[src/rtl/fir_pkg.sv]
// Shared types and sizing helpers for the FIR datapath responder.
// FIR_SATURATE_EN (see fir_mac) selects clamped instead of wrapped results.
package fir_pkg;

    typedef enum logic [2:0] {
        IDLE,
        LOAD,
        READY,
        MAC,
        OUT
    } state_t;

    localparam int DEFAULT_MAX_TAPS  = 16;
    localparam int DEFAULT_DATA_W    = 16;
    localparam int DEFAULT_FRAC_BITS = 15;

    // Headroom of log2(taps) bits lets every tap add a full-scale product.
    function automatic int acc_width(input int data_w, input int max_taps);
        return 2 * data_w + $clog2(max_taps);
    endfunction

    function automatic int effective_taps(input logic [31:0] tap_count, input int max_taps);
        if (tap_count == 32'd0) begin
            return 1;
        end
        if (tap_count > 32'(max_taps)) begin
            return max_taps;
        end
        return int'(tap_count);
    endfunction

endpackage

[src/rtl/fir_mac.sv]
// Serial signed multiply-accumulate and result formatting stage.
// With FIR_SATURATE_EN defined the result is clamped to DATA_W; otherwise it wraps.
module fir_mac #(
    parameter int DATA_W    = 16,
    parameter int FRAC_BITS = 15,
    parameter int ACC_W     = 36
) (
    input  logic                     clk,
    input  logic                     rstn,
    input  logic                     clear,
    input  logic                     enable,
    input  logic                     load_out,
    input  logic signed [DATA_W-1:0] coeff,
    input  logic signed [DATA_W-1:0] sample,
    output logic [31:0]              output_data,
    output logic                     output_data_valid
);

    logic signed [2*DATA_W-1:0] product;
    logic signed [ACC_W-1:0]    product_ext;
    logic signed [ACC_W-1:0]    acc;
    logic signed [ACC_W-1:0]    shifted;
    logic [31:0]                result;

    assign product     = coeff * sample;
    assign product_ext = {{(ACC_W - 2 * DATA_W){product[2*DATA_W-1]}}, product};
    assign shifted     = acc >>> FRAC_BITS;

    always_ff @(posedge clk or negedge rstn) begin
        if (!rstn) begin
            acc <= '0;
        end else if (clear) begin
            acc <= '0;
        end else if (enable) begin
            acc <= acc + product_ext;
        end
    end

`ifdef FIR_SATURATE_EN
    localparam logic [DATA_W-1:0] SAT_MAX = {1'b0, {(DATA_W - 1){1'b1}}};
    localparam logic [DATA_W-1:0] SAT_MIN = {1'b1, {(DATA_W - 1){1'b0}}};

    logic [DATA_W-1:0] clamped;

    // In range exactly when every bit from the DATA_W sign bit upward agrees.
    always_comb begin
        clamped = shifted[DATA_W-1:0];
        if (!((&shifted[ACC_W-1:DATA_W-1]) || !(|shifted[ACC_W-1:DATA_W-1]))) begin
            clamped = shifted[ACC_W-1] ? SAT_MIN : SAT_MAX;
        end
    end

    assign result = {{(32 - DATA_W){clamped[DATA_W-1]}}, clamped};
`else
    assign result = 32'(shifted);
`endif

    always_ff @(posedge clk or negedge rstn) begin
        if (!rstn) begin
            output_data       <= '0;
            output_data_valid <= 1'b0;
        end else begin
            output_data_valid <= load_out;
            if (load_out) begin
                output_data <= result;
            end
        end
    end

endmodule

[src/rtl/fir_datapath.sv]
// FIR datapath responder: coefficient load, delay line and serial MAC sequencing.
// Build option FIR_SATURATE_EN (handled in fir_mac) clamps results to the sample range.
module fir_datapath
    import fir_pkg::*;
#(
    parameter int MAX_TAPS  = DEFAULT_MAX_TAPS,
    parameter int DATA_W    = DEFAULT_DATA_W,
    parameter int FRAC_BITS = DEFAULT_FRAC_BITS
) (
    input  logic        clk,
    input  logic        rstn,
    input  logic [31:0] tap_count,
    input  logic [31:0] coeff_data,
    input  logic        coeff_data_valid,
    input  logic [31:0] x_data,
    input  logic        x_data_valid,
    input  logic        compute,
    output logic        coefficient_loading_complete,
    output logic        output_data_valid,
    output logic [31:0] output_data,
    output logic        protocol_error
);

    localparam int IDX_W = $clog2(MAX_TAPS);
    localparam int ACC_W = acc_width(DATA_W, MAX_TAPS);

    state_t state;
    state_t next_state;

    logic [IDX_W-1:0]         idx;
    logic [IDX_W-1:0]         last_idx;
    logic [IDX_W-1:0]         new_last;
    logic signed [DATA_W-1:0] coeff [MAX_TAPS];
    logic signed [DATA_W-1:0] x_hist [MAX_TAPS];
    logic                     compute_q;
    logic                     flush;

    logic load_first;
    logic load_next;
    logic accept_x;
    logic drop;
    logic mac_en;
    logic out_load;

    logic unused_upper;
    assign unused_upper = ^{x_data[31:DATA_W], coeff_data[31:DATA_W]};

    assign new_last = IDX_W'(effective_taps(tap_count, MAX_TAPS) - 1);

    always_ff @(posedge clk or negedge rstn) begin
        if (!rstn) begin
            state <= IDLE;
        end else begin
            state <= next_state;
        end
    end

    // A reload from READY behaves exactly like the first load from IDLE.
    always_comb begin
        next_state = state;
        case (state)
            IDLE: begin
                if (coeff_data_valid) begin
                    next_state = (new_last == '0) ? READY : LOAD;
                end
            end
            LOAD: begin
                if (coeff_data_valid && (idx == last_idx)) begin
                    next_state = READY;
                end
            end
            READY: begin
                if (coeff_data_valid) begin
                    next_state = (new_last == '0) ? READY : LOAD;
                end else if (x_data_valid) begin
                    next_state = MAC;
                end
            end
            MAC: begin
                if (idx == last_idx) begin
                    next_state = OUT;
                end
            end
            OUT:     next_state = READY;
            default: next_state = IDLE;
        endcase
    end

    // Coefficient strobes take priority over samples in READY; the loser is a dropped strobe.
    always_comb begin
        load_first = 1'b0;
        load_next  = 1'b0;
        accept_x   = 1'b0;
        drop       = 1'b0;
        mac_en     = 1'b0;
        out_load   = 1'b0;
        case (state)
            IDLE: load_first = coeff_data_valid;
            LOAD: load_next  = coeff_data_valid;
            READY: begin
                load_first = coeff_data_valid;
                accept_x   = x_data_valid && !coeff_data_valid;
                drop       = x_data_valid && coeff_data_valid;
            end
            MAC: begin
                mac_en = 1'b1;
                drop   = x_data_valid || coeff_data_valid;
            end
            OUT: begin
                out_load = 1'b1;
                drop     = x_data_valid || coeff_data_valid;
            end
            default: ;
        endcase
    end

    always_ff @(posedge clk or negedge rstn) begin
        if (!rstn) begin
            idx                          <= '0;
            last_idx                     <= '0;
            coefficient_loading_complete <= 1'b0;
            protocol_error               <= 1'b0;
            compute_q                    <= 1'b0;
            for (int k = 0; k < MAX_TAPS; k++) begin
                coeff[k] <= '0;
            end
        end else begin
            compute_q      <= compute;
            protocol_error <= protocol_error | drop;
            if (load_first) begin
                last_idx                     <= new_last;
                coeff[0]                     <= coeff_data[DATA_W-1:0];
                idx                          <= IDX_W'(1);
                coefficient_loading_complete <= (new_last == '0);
            end else if (load_next) begin
                coeff[idx] <= coeff_data[DATA_W-1:0];
                idx        <= idx + 1'b1;
                if (idx == last_idx) begin
                    coefficient_loading_complete <= 1'b1;
                end
            end else if (accept_x) begin
                idx <= '0;
            end else if (mac_en) begin
                idx <= idx + 1'b1;
            end
        end
    end

    assign flush = (compute && !compute_q) || load_first;

    // A flush coinciding with an accepted sample clears first, so only the new sample survives.
    always_ff @(posedge clk or negedge rstn) begin
        if (!rstn) begin
            for (int k = 0; k < MAX_TAPS; k++) begin
                x_hist[k] <= '0;
            end
        end else if (accept_x) begin
            x_hist[0] <= x_data[DATA_W-1:0];
            for (int k = 1; k < MAX_TAPS; k++) begin
                x_hist[k] <= flush ? '0 : x_hist[k-1];
            end
        end else if (flush) begin
            for (int k = 0; k < MAX_TAPS; k++) begin
                x_hist[k] <= '0;
            end
        end
    end

    fir_mac #(
        .DATA_W    (DATA_W),
        .FRAC_BITS (FRAC_BITS),
        .ACC_W     (ACC_W)
    ) u_mac (
        .clk               (clk),
        .rstn              (rstn),
        .clear             (accept_x),
        .enable            (mac_en),
        .load_out          (out_load),
        .coeff             (coeff[idx]),
        .sample            (x_hist[idx]),
        .output_data       (output_data),
        .output_data_valid (output_data_valid)
    );

endmodule

[config.mk]
export PLATFORM = sky130hd
export DESIGN_NAME = fir_datapath
export DESIGN_NICKNAME = d
export VERILOG_FILES = /design/src/rtl/fir_pkg.sv /design/src/rtl/fir_mac.sv /design/src/rtl/fir_datapath.sv
export SDC_FILE = /design/constraint.sdc
export NUM_CORES = 2
export LEC_CHECK = 0
export CAP_MARGIN = 10
export CORE_MARGIN = 2
export CORE_UTILIZATION = 60
export DETAILED_ROUTE_END_ITERATION = 8
export DONT_BUFFER_PORTS = 1
export PLACE_DENSITY = 0.76
export SYNTH_ARGS = -nofsm -noshare
export SYNTH_HDL_FRONTEND = slang
export SYNTH_SLANG_ARGS = --single-unit
[constraint.sdc]
create_clock -name clk -period 11.3 [get_ports clk]
set_input_delay 1.695 -clock clk [delete_from_list [all_inputs] [get_ports clk]]
set_output_delay 1.695 -clock clk [all_outputs]
set_load 0.005 [all_outputs]
==> impl_results.rst <==
.. list-table::
   :header-rows: 1

   * - Metric
     - Value
   * - Run status
     - finished with violations
   * - Failing checks
     - max-slew violations
   * - Later-pin clock latency in the skew report
     - 660 ps
   * - Syn Std Cell Area
     - 0.0371 mm^2
   * - Setup TNS
     - 0 ps
   * - Cell Count Post-Placement
     - 3,626
   * - Most area-hungry cell type in the Yosys netlist
     - sky130_fd_sc_hd__dfrtp_1
   * - Maximum fanout along the worst path
     - 43
   * - Commonest cells in the synthesized netlist
     - sky130_fd_sc_hd__dfrtp_1 (584), sky130_fd_sc_hd__inv_1 (397), sky130_fd_sc_hd__fa_1 (314)
   * - Data required time at the worst endpoint
     - 11,860 ps
   * - Routed Wire Length
     - 82,200 um
   * - Proportion of synthesized chip area in sequential cells
     - 0.394
   * - Final setup vio count
     - 0
   * - Sum of net half-perimeters after detailed placement
     - 55,000 um
   * - Per-cell routed wire length
     - 22.0 um
   * - Max-slew violations
     - 190
   * - Clk slew on worst S/H paths
     - 70 ps
   * - Ratio of cells with drive above 1 in the final layout
     - 0.201
   * - Tightest Pin Transition
     - 1690 ps
   * - Horizontal die dimension
     - 253 um
   * - Die Area
     - 0.0639 mm^2
   * - Post-layout nets
     - 3,425
   * - Final design area excluding fillers
     - 0.0396 mm^2
   * - Most used standard cell by instance count after synthesis
     - sky130_fd_sc_hd__dfrtp_1
   * - Max transition margin
     - -0.126
   * - DP Area
     - 0.0376 mm^2
   * - Total clock sinks
     - 584
   * - PortBufs
     - 0
   * - Starting Density
     - 0.604
   * - First-pass GRT wire length
     - 136,000 um
   * - CTS tree
     - built
   * - Number of enable flip-flop cells after synthesis
     - 0
   * - Vias post-DR
     - 23,300
   * - First-pass iteration count of the detailed router
     - 7
   * - Layout overhead on the synthesized area
     - 6.59%
   * - Cell Count, Final, Fillers Out
     - 3,730
   * - RSZ-0062 raised after global routing
     - no
   * - Final period utilization
     - 0.834
   * - Share of synthesized cell area in and, or, nand and nor gates
     - 0.0526
   * - Maximum number of pins on one net before global-route repair
     - 585
   * - Net Count, Synth
     - 3,523
   * - # Max-Cap Violations
     - 0
   * - Mean post-synth cell area
     - 12.4 um^2
   * - Hold/Removal Path Class
     - register to register
   * - FF+latch count, synth
     - 584
   * - Number of H-tree levels
     - 2
   * - Vias in the first global route
     - 25,000
   * - Post-synth top flop
     - sky130_fd_sc_hd__dfrtp_1
   * - Worst Path Arrival
     - 9980 ps
   * - Min cycle time layout
     - 9430 ps
   * - CTS Hold Bufs
     - 0
   * - Vertical die dimension
     - 253 um
   * - Count of unique library cells instantiated by Yosys
     - 67
   * - Leading post-synthesis cells by cell area
     - sky130_fd_sc_hd__dfrtp_1 (39%), sky130_fd_sc_hd__fa_1 (17%), sky130_fd_sc_hd__mux2_2 (9.2%)
   * - Buffer count from post-CTS setup fixing
     - 0
   * - Combinational family with the most area after synthesis
     - adder cells
   * - Floorplan Core Area
     - 0.0615 mm^2
   * - Worst-case setup margin in the final layout
     - 1870 ps
   * - Area fraction of the dominant cell type after synthesis
     - 0.394
   * - Number of instances in the synthesized netlist
     - 2,995
   * - Synthesized-area fraction occupied by adder cells
     - 0.207
   * - Diodes inserted
     - 0
   * - Maximum clock path buffer count
     - 3
   * - Worst setup path category
     - register to register
   * - Number of warnings reported in the yosys synthesis log
     - 0
   * - Fraction of synthesis flops using an asynchronous set or reset pin
     - 1.00
   * - Synthesized-area fraction occupied by ao, oa, aoi and oai cells
     - 0.0925
   * - Violation count after the first detailed-route iteration
     - 1,901
   * - Standard-cell rows
     - 91
   * - Type of element capturing the critical path
     - register
   * - Pre-CTS setup slack
     - 1840 ps
   * - Number of antenna-violating nets in the routed design
     - 0
   * - Global-route usage over all layers
     - 0.268
   * - Mux contribution to synthesized area
     - 0.181
   * - Vias per cell
     - 6.23
   * - Buffer type at the clock tree root
     - sky130_fd_sc_hd__clkbuf_16
   * - XOR/XNOR share of the synthesized area
     - 0.00917
   * - Weighted congestion reported at the end of routability-driven placement
     - 0.929
   * - Final hold viol count
     - 0
   * - Global route total overflow
     - 0
   * - Max Freq
     - 106 MHz
   * - Final clock skew
     - 52.3 ps
   * - Number of buffers inserted during clock tree synthesis
     - 59
   * - Number of antenna violations at the first check in global routing
     - 0
   * - Number of gates resized after cts
     - 0
   * - # IOs
     - 136
   * - Launching element type of the critical path
     - register
   * - DRC viols
     - 0
[final timing paths]
path,from,to,slack [ps],depth (start not counted)
setup / recovery,idx[0],u_mac.acc[33],1870,25
hold / removal,x_hist[206],x_hist[190],480,1
setup reg to reg,idx[0],u_mac.acc[33],1870,25
hold reg to reg,x_hist[206],x_hist[190],480,1
max in group asynchronous,rstn,idx[0],8980,0
min in group asynchronous,rstn,x_hist[42],750,0
[logic make-up (layout without fill, tap and decap cells)]
family | after synthesis | after routing
adder cells (fa/ha/maj) | 427 | 427
AND/OR/NAND/NOR | 449 | 449
AO/OA/AOI/OAI | 440 | 440
buffers and inverters | 592 | 537
flip-flops | 584 | 584
multiplexers | 465 | 465
XOR/XNOR | 38 | 38
[cell type report]
| class | count | area [um^2] |
|---|---|---|
| clock inverters | 17 | 258 |
| multi-input cells | 1819 | 20200 |
| flip-flops and latches | 584 | 14600 |
| well taps | 790 | 988 |
| inverters | 401 | 1510 |
| clock buffers | 87 | 1740 |
| fillers | 4469 | 21900 |
| repair buffers | 32 | 278 |
[routing by layer]
layer	wire [um]	vias to the layer above	track usage
met5	0	-	0
met4	2470	0	0.0813
met3	4620	161	0.0374
met2	39600	682	0.435
met1	35500	12400	0.382
li1	-	10000	-
[flip-flops by register name (all words and copies together) (netlist names)]
register	flops
state	3
coefficient_loading_complete	1
u_mac.acc	36
x_hist	256
u_mac.output_data	21
coeff	256
protocol_error	1
compute_q	1
idx	4
u_mac.output_data_valid	1
last_idx	4
[critical path: stages, from the launching register on]
cell,delay [ps]
sky130_fd_sc_hd__dfrtp_4,1080
sky130_fd_sc_hd__buf_4,550
sky130_fd_sc_hd__mux4_2,550
sky130_fd_sc_hd__mux2_2,270
sky130_fd_sc_hd__o21ai_1,630
sky130_fd_sc_hd__buf_4,310
sky130_fd_sc_hd__nor2_1,70
sky130_fd_sc_hd__fa_1,500
sky130_fd_sc_hd__inv_1,50
sky130_fd_sc_hd__fa_1,560
sky130_fd_sc_hd__fa_1,470
sky130_fd_sc_hd__fa_1,570
sky130_fd_sc_hd__inv_1,50
sky130_fd_sc_hd__fa_1,470
sky130_fd_sc_hd__inv_1,50
sky130_fd_sc_hd__fa_1,470
sky130_fd_sc_hd__inv_1,40
sky130_fd_sc_hd__ha_1,340
sky130_fd_sc_hd__nand2_1,120
sky130_fd_sc_hd__a2111oi_1,520
sky130_fd_sc_hd__a21oi_1,250
sky130_fd_sc_hd__nand3b_1,290
sky130_fd_sc_hd__a21oi_1,380
sky130_fd_sc_hd__o211ai_1,180
sky130_fd_sc_hd__a311o_1,390
sky130_fd_sc_hd__o211ai_1,80
[through the flow]
step | hold slack, ps | util
global placement | 481 | 0.611
finish | 476 | 0.644
CTS | 470 | 0.644
detailed placement | 488 | 0.611
floorplan | 456 | -
global route | 504 | 0.644
[cells in the final DEF, fill, tap and decap left out, drive strengths merged, types with 87 or more instances in the layout]
cell type,n
mux2,303
dfrtp,584
a22o,256
ha,113
nor2,170
clkbuf,87
inv,402
nand2,176
fa,314
mux4,135
Power is not shown: default switching activity piles up to over one toggle a cycle in this logic, so the estimate is an artifact.
